$ cat src/rtl/tt_um_serial_subtractor.sv
// rtl/tt_um_serial_subtractor.sv - bit-serial 4-bit subtractor TinyTapeout tile
//
// Computes A - B one bit per clock, LSB first, with one full-subtractor cell
// and a registered borrow. A rising edge on uio_in[0] loads the operands and
// starts a 4-clock run; the result holds until the next start or reset.
//
// Ports:
//   clk      tile clock
//   rst_n    asynchronous active-low reset
//   ena      tile enable; 0 freezes every register
//   ui_in    [3:0] operand A, [7:4] operand B (sampled at load only)
//   uio_in   [0] start (level, rising edge detected), [7:1] unused
//   uo_out   [3:0] difference, [4] borrow out, [5] busy, [6] done,
//            [7] serial difference bit
//   uio_out  tied 0
//   uio_oe   tied 0 (all uio pins are inputs)

module tt_um_serial_subtractor #(
    parameter int WIDTH = 4
) (
    input  logic       clk,
    input  logic       rst_n,
    input  logic       ena,
    input  logic [7:0] ui_in,
    input  logic [7:0] uio_in,
    output logic [7:0] uo_out,
    output logic [7:0] uio_out,
    output logic [7:0] uio_oe
);

    localparam int CNT_W = (WIDTH > 1) ? $clog2(WIDTH) : 1;
    localparam logic [CNT_W-1:0] LAST_BIT = CNT_W'(WIDTH - 1);

    typedef enum logic [1:0] {
        IDLE = 2'd0,
        RUN  = 2'd1,
        DONE = 2'd2
    } state_t;

    state_t             state;
    logic               start_q;
    logic [WIDTH-1:0]   a_sh;
    logic [WIDTH-1:0]   b_sh;
    logic [WIDTH-1:0]   d_sh;
    logic               borrow;
    logic [CNT_W-1:0]   cnt;

    // Registered outputs: the visible result is only updated on the final
    // step, so uo_out[4:0] stay 0 throughout RUN.
    logic               ser_q;
    logic [WIDTH-1:0]   diff_q;
    logic               bout_q;
    logic               busy_q;
    logic               done_q;

    logic               start_pulse;
    logic               d_bit;
    logic               borrow_nxt;
    logic [WIDTH-1:0]   d_sh_nxt;

    assign start_pulse = uio_in[0] & ~start_q;

    // Full-subtractor cell on the current LSBs.
    assign d_bit      = a_sh[0] ^ b_sh[0] ^ borrow;
    assign borrow_nxt = (~a_sh[0] & b_sh[0]) | (~(a_sh[0] ^ b_sh[0]) & borrow);
    assign d_sh_nxt   = {d_bit, d_sh[WIDTH-1:1]};

    always_ff @(posedge clk or negedge rst_n) begin
        if (!rst_n) begin
            state   <= IDLE;
            start_q <= 1'b0;
            a_sh    <= '0;
            b_sh    <= '0;
            d_sh    <= '0;
            borrow  <= 1'b0;
            cnt     <= '0;
            ser_q   <= 1'b0;
            diff_q  <= '0;
            bout_q  <= 1'b0;
            busy_q  <= 1'b0;
            done_q  <= 1'b0;
        end else if (ena) begin
            start_q <= uio_in[0];
            case (state)
                IDLE, DONE: begin
                    if (start_pulse) begin
                        a_sh   <= ui_in[WIDTH-1:0];
                        b_sh   <= ui_in[2*WIDTH-1:WIDTH];
                        d_sh   <= '0;
                        borrow <= 1'b0;
                        cnt    <= '0;
                        diff_q <= '0;
                        bout_q <= 1'b0;
                        busy_q <= 1'b1;
                        done_q <= 1'b0;
                        state  <= RUN;
                    end
                end
                RUN: begin
                    // start_pulse is deliberately ignored here.
                    a_sh   <= a_sh >> 1;
                    b_sh   <= b_sh >> 1;
                    d_sh   <= d_sh_nxt;
                    borrow <= borrow_nxt;
                    ser_q  <= d_bit;
                    cnt    <= cnt + 1'b1;
                    if (cnt == LAST_BIT) begin
                        diff_q <= d_sh_nxt;
                        bout_q <= borrow_nxt;
                        busy_q <= 1'b0;
                        done_q <= 1'b1;
                        state  <= DONE;
                    end
                end
                default: begin
                    busy_q <= 1'b0;
                    done_q <= 1'b0;
                    state  <= IDLE;
                end
            endcase
        end
    end

    assign uo_out  = {ser_q, done_q, busy_q, bout_q, diff_q};
    assign uio_out = 8'h00;
    assign uio_oe  = 8'h00;

    logic unused_uio;
    assign unused_uio = &{1'b0, uio_in[7:1]};

endmodule

$ cat config.mk
export PLATFORM = sky130hd
export DESIGN_NAME = tt_um_serial_subtractor
export DESIGN_NICKNAME = d
export VERILOG_FILES = /design/src/rtl/tt_um_serial_subtractor.sv
export SDC_FILE = /design/constraint.sdc
export NUM_CORES = 1
export LEC_CHECK = 0
export CORE_MARGIN = 2
export CORE_UTILIZATION = 44
export DETAILED_ROUTE_END_ITERATION = 8
export PLACE_DENSITY = 0.78
export SLEW_MARGIN = 25
export SYNTH_ARGS = -nofsm -noshare
export SYNTH_HDL_FRONTEND = slang
export SYNTH_SLANG_ARGS = --single-unit
$ cat constraint.sdc
create_clock -name clk -period 1.53 [get_ports clk]
set_input_delay 0.2295 -clock clk [delete_from_list [all_inputs] [get_ports clk]]
set_output_delay 0.2295 -clock clk [all_outputs]
set_load 0.05 [all_outputs]
==> flow_summary_export.csv, run 1 <==
group,metric,value,unit
layout,fillerInstances,235,
layout,seq_area,601.8,um^2
logic_synthesis,yosys_warnings,0,
pwr,power,2.870,mW
clocking,htreeDepth,1,
timing,setup_violations,0,
outcome,status,"completed",
clocking,cts_resized,0,
drt,drtAntennaViolNets,0,
clocking,numCtsBuffers,3,
logic_synthesis,syn_area_per_cell,13.01,um^2
drt,drc,0,
clocking,clock-sinks,24,
clocking,cts_tree,"done",
timing,worst_slack,0.08816,ns
layout,diodes,0,
clocking,post_cts_buffers,0,
logic_synthesis,synth_cell_type_count,21,
pwr,peakVddDrop,1.271,mV
logic_synthesis,ys_ff_latch,24,
global_routing,grt_overflow_total,0,
timing,finalCritPeriodShare,0.9424,
setup_path,cp_max_fo,6,
global_routing,grt_pass1_wl,3353,um
timing,fmax,0.6936,GHz
floorplanning,rows,19,
floorplanning,core-area,0.002686,mm^2
logic_synthesis,synth.largest_area_cell,"dfrtp_1",
logic_synthesis,ys_seq_area_frac,0.4964,
timing,min_period,1.442,ns
global_routing,track_usage,0.1337,
global_routing,grt_pass1_vias,741,
layout,layout_commonest_cell,"dfrtp_1",
placed_design,gp_congestion,0.7057,
drt,finalWirelength,1835,um
setup_path,required,1.74,ns
setup_path,crit_end,"a_sh[2]",
timing,hold_viol,0,
clocking,insertion_delay,0.32,ns
floorplanning,start_util,0.4504,
logic_synthesis,syn-cell-area,0.001210,mm^2
floorplanning,die_area,0.003185,mm^2
timing,clock_skew,0.01132,ns
pwr,power_leakage,0.7109,nW
drt,vias,736,
placed_design,pre_cts_slack,-0.1660,ns
layout,syn2layout_area_growth,16.86,%
layout,multi_input_area,479.2,um^2
min_path,hp-class,"input pin to async pin",
drt,via_per_inst,5.007,
layout,nNetsFinal,138,
layout,drive_above_1_share,0.3190,
timing,tns,0,ns
setup_path,endpoint_kind,"flip-flop",
pwr,power_density,2030,mW/mm^2
setup_path,timing.rr.start,"state[1]",
drt,drt_iter0_drc,7,
drt,firstDrtPassIters,4,
clocking,cts_root_buf,"clkbuf_4",
global_routing,antenna_found_initial,0,
setup_path,cp-startpoint,"state[1]",
floorplanning,fp.dieH,56.44,um
run,maxCapViolCount,0,
drt,wire_per_inst,12.48,um
floorplanning,design.portCount,43,
clocking,cts_buffer_depth,2,
timing,slew_violations,0,
setup_path,cp-start-kind,"flip-flop",
global_routing,grt_max_degree,25,
setup_path,arrival,1.65,ns
setup_path,r2r_slack,0.09,ns
clocking,clk_pin_slew,0.13,ns
logic_synthesis,synth_top_area_frac,0.4964,
clocking,hold_buffers,0,
timing,rsz0062_at_grt,"false",
layout,final_cell_mix,"dfrtp_1, conb_1, buf_4",
floorplanning,die_w,56.44,um
setup_path,path_class,"flip-flop to flip-flop",
placed_design,dp_hpwl,1372,um
setup_path,timing.rr.end,"a_sh[2]",
setup_path,rr_worst_depth,4,
logic_synthesis,syn_inst,93,
placed_design,portBuffers,19,
logic_synthesis,netlist_top_cells_area,"dfrtp_1, buf_4, mux2_2",
[Yosys cell counts]
cell / number
o21ai_0: 2
a22o_1: 12
and3b_1: 1
o211ai_1: 1
buf_6: 1
dfrtp_1: 24
nor2_8: 1
conb_1: 1
buf_4: 21
buf_2: 2
and4b_1: 1
mux2_4: 1
nor2_1: 1
a21o_1: 3
mux2i_1: 2
mux2_2: 12
and4bb_4: 1
nor2b_1: 2
ha_1: 1
inv_1: 2
fa_1: 1
[critical path: stages, from the launching register on]
cell and delay [ns]:
dfrtp_1 0.44, nor2b_1 0.14, buf_4 0.16, mux2_2 0.33
mux2_4 0.26
[metal layers]
layer  up-vias  routed length, um  global-route usage
li1        337                  -                   -
met1       364                890              0.1747
met2        31                816              0.2159
met3         4                 99             0.02304
met4         0                 29             0.06122
met5         -                  0                   0
[cell families (layout without fill, tap and decap cells)]
| kind of cell | after synthesis | in the layout | share of synthesized area |
|---|---|---|---|
| buf+inv | 26 | 34 | 0.1541 |
| flops | 24 | 24 | 0.4964 |
| compound gates | 18 | 18 | 0.1200 |
| mux | 15 | 15 | 0.1406 |
| simple gates | 7 | 7 | 0.05895 |
| fa+ha+maj | 2 | 2 | 0.02689 |
| other cells | 1 | 16 | 0.003099 |
[per-stage QoR]
step	utilization	hold WS, ns	cells	area, um^2
finish	0.5263	0.2400	147	1414
global route	0.5263	0.2650	147	1414
CTS	0.5259	0.2557	147	1413
detailed placement	0.5123	0.4754	143	1376
global placement	0.5123	0.4672	143	1376
floorplan	-	-0.06609	108	1266
[flip-flops by register name (all words and copies together) (netlist names)]
name,cells
busy_q,1
diff_q,4
start_q,1
ser_q,1
d_sh,3
bout_q,1
borrow,1
state,2
cnt,2
a_sh,4
b_sh,4
[where the power goes]
group / leakage, nW / switching, mW / internal (mW) / total (mW)
Sequential: 0.304 / 0.164 / 0.904 / 1.07
Combinational: 0.386 / 0.796 / 0.672 / 1.47
Clock: 0.0210 / 0.188 / 0.145 / 0.333
[cell type report]
type	instances	share of cell area
clock buffer	4	0.02566
inverter	2	0.005310
multi-input combinational	58	0.3389
sequential	24	0.4257
tap	31	0.02743
timing repair buffer	28	0.1770
[worst min-delay path by stage]
stage / startpoint / end / cells past startpoint
5_1_grt: rst_n / state[1] / 2
4_1_cts: rst_n / diff_q[0] / 2
3_3_place_gp: busy_q / busy_q / 1
6_report: rst_n / diff_q[0] / 2
2_1_floorplan: rst_n / a_sh[0] / 0
3_5_place_dp: busy_q / busy_q / 1
(Power assumes the default switching activity.)
==> inputs of run 2 (changes only) <==
--- a/config.mk
+++ b/config.mk
@@ -5,10 +5,12 @@
 export SDC_FILE = /design/constraint.sdc
 export NUM_CORES = 1
 export LEC_CHECK = 0
+export CELL_PAD_IN_SITES_DETAIL_PLACEMENT = 0
+export CELL_PAD_IN_SITES_GLOBAL_PLACEMENT = 1
 export CORE_MARGIN = 2
-export CORE_UTILIZATION = 44
+export CORE_UTILIZATION = 34
 export DETAILED_ROUTE_END_ITERATION = 8
-export PLACE_DENSITY = 0.78
+export PLACE_DENSITY = 0.77
 export SLEW_MARGIN = 25
 export SYNTH_ARGS = -nofsm -noshare
 export SYNTH_HDL_FRONTEND = slang
==> run 2 against run 1 <==
- clock-buffer cell count stayed put
- sequential power about the same
- non-clock buffer count rose by 1
- fmax fell by 2.1%
- worst setup slack worse by 0.030 ns
- clock power decreased by 3%
- cell count is 11% higher
- sequential cell count is the same
- die area is 27% higher
- power up 0.29%
- design area up 1.8%
- clock skew is 0.0017 ns lower
==> flow_summary_export.csv, run 2 (same netlist as run 1, synthesis figures left out) <==
group,metric,value,unit
timing,fmax,0.6793,GHz
global_routing,grt_pass1_wl,3208,um
drt,vias,722,
clocking,cts_resized,0,
placed_design,placed_cells,159,
layout,top_regs,"a_sh x4, b_sh x4, diff_q x4",
clocking,hold_buffers,0,
layout,final_cell_mix,"dfrtp_1, buf_4, conb_1",
drt,dr_wl_met2,863,um
pwr,p_clk_frac,0.112,
layout,layout_commonest_cell,"dfrtp_1",
clocking,numCtsBuffers,3,
clocking,cts_tree,"done",
clocking,clock-sinks,24,
setup_path,crit_chain,"nor2b_1, buf_4, mux2_2, mux2_4",
layout,nNetsFinal,139,
drt,wire_per_inst,10.87,um
global_routing,grt_max_degree,25,
floorplanning,die_w,63.66,um
timing,min_period,1.472,ns
pwr,peakVddDrop,0.8863,mV
drt,drt_iter0_drc,17,
timing,clock_skew,0.009664,ns
timing,setup_violations,0,
setup_path,crit_slowest_cell,"dfrtp_1",
timing,rsz0062_at_grt,"false",
drt,drc,0,
placed_design,place_area,0.001403,mm^2
layout,instances_no_fill,163,
clocking,htreeDepth,1,
setup_path,path_class,"flip-flop to flip-flop",
drt,maxUsedRoutingLayer,"met3",
global_routing,antenna_found_initial,0,
run,maxCapViolCount,0,
clocking,insertion_delay,0.30,ns
pwr,swShare,0.3989,
timing,finalCritPeriodShare,0.9622,
drt,met1Wirelength,827,um
pwr,switching_power,1.148,mW
setup_path,cpPeakStageDelay,0.45,ns
setup_path,arrival,1.67,ns
placed_design,dp_hpwl,1373,um
pwr,power_frac_seq,0.370,
drt,firstDrtPassIters,4,
clocking,clk_pin_slew,0.13,ns
setup_path,cp_max_fo,7,
drt,finalWirelength,1772,um
setup_path,cp-start-kind,"flip-flop",
global_routing,grt_overflow_total,0,
pwr,power_density,2000,mW/mm^2
floorplanning,rows,21,
clocking,cts_buffer_depth,2,
floorplanning,fp.dieH,63.66,um
layout,diodes,0,
layout,fin_area,0.001439,mm^2
layout,drive_above_1_share,0.3162,
floorplanning,design.portCount,43,
drt,wl_met3,82,um
setup_path,endpoint_kind,"flip-flop",
drt,via_per_inst,4.429,
drt,drtAntennaViolNets,0,
placed_design,gp_congestion,0.7210,
global_routing,grt_pass1_vias,707,
outcome,status,"completed",
clocking,cts_root_buf,"clkbuf_4",
timing,slew_violations,0,
pwr,power.share.combinational,0.518,
pwr,power_leakage,0.7164,nW
floorplanning,start_util,0.3570,
clocking,post_cts_buffers,0,
setup_path,required,1.72,ns
floorplanning,die_area,0.004052,mm^2
global_routing,track_usage,0.09747,
timing,hold_viol,0,
timing,tns,0,ns
pwr,p_int,1.730,mW
layout,syn2layout_area_growth,18.92,%
floorplanning,core-area,0.003390,mm^2
placed_design,portBuffers,19,
min_path,hp-class,"input pin to async pin",
-- run 2: changes by cell type in the layout (fill, tap and decap cells not counted), sizes merged --
cell / delta
buf: +1
-- run 2: routing by layer --
| metal | GRT usage | vias up |
|---|---|---|
| met4 | 0.02446 | 0 |
| met5 | 0 | - |
| met1 | 0.1330 | 354 |
| met2 | 0.1645 | 26 |
| li1 | - | 342 |
| met3 | 0.01071 | 0 |
-- run 2: worst paths after layout --
kind	slack, ns	cells past startpoint	from	to
setup / recovery	0.06	4	state[0]	a_sh[2]
hold / removal	0.25	2	rst_n	ser_q
setup reg to reg	0.06	4	state[0]	a_sh[2]
hold reg to reg	0.50	1	busy_q	busy_q
max in group asynchronous	1.04	2	rst_n	busy_q
min in group clk	0.50	1	busy_q	busy_q
-- run 2: layout make-up --
type	count	area, um^2
clock buffers	4	36.28
fillers	320	1951
inverters	2	7.507
multi-input cells	58	479.2
flip-flops and latches	24	600.6
well taps	46	57.56
repair buffers	29	257.7
-- run 2: worst max-delay path, delay by kind of cell (launching register included) --
kind	cells	cell delay [ns]
mux	2	0.60
flops	1	0.45
buf+inv	1	0.17
simple gates	1	0.16
-- run 2: through the flow --
step | util | hold WS (ns) | worst slack [ns] | power [mW]
finish | 0.4245 | 0.2534 | 0.05784 | 2.878
global route | 0.4245 | 0.2534 | 0.001257 | 3.088
CTS | 0.4245 | 0.2658 | 0.05120 | 2.909
detailed placement | 0.4138 | 0.4804 | -0.2011 | 2.582
global placement | 0.4138 | 0.4693 | -0.2092 | 2.550
floorplan | - | -0.06609 | 0.1380 | 2.258
-- run 2: power groups by stage --
stage / Clock, mW / Sequential [mW] / Combinational, mW
global placement: 0 / 1.07 / 1.48
floorplan: 0 / 1.19 / 1.07
CTS: 0.334 / 1.07 / 1.51
detailed placement: 0 / 1.08 / 1.50
finish: 0.322 / 1.06 / 1.49
global route: 0.379 / 1.11 / 1.60
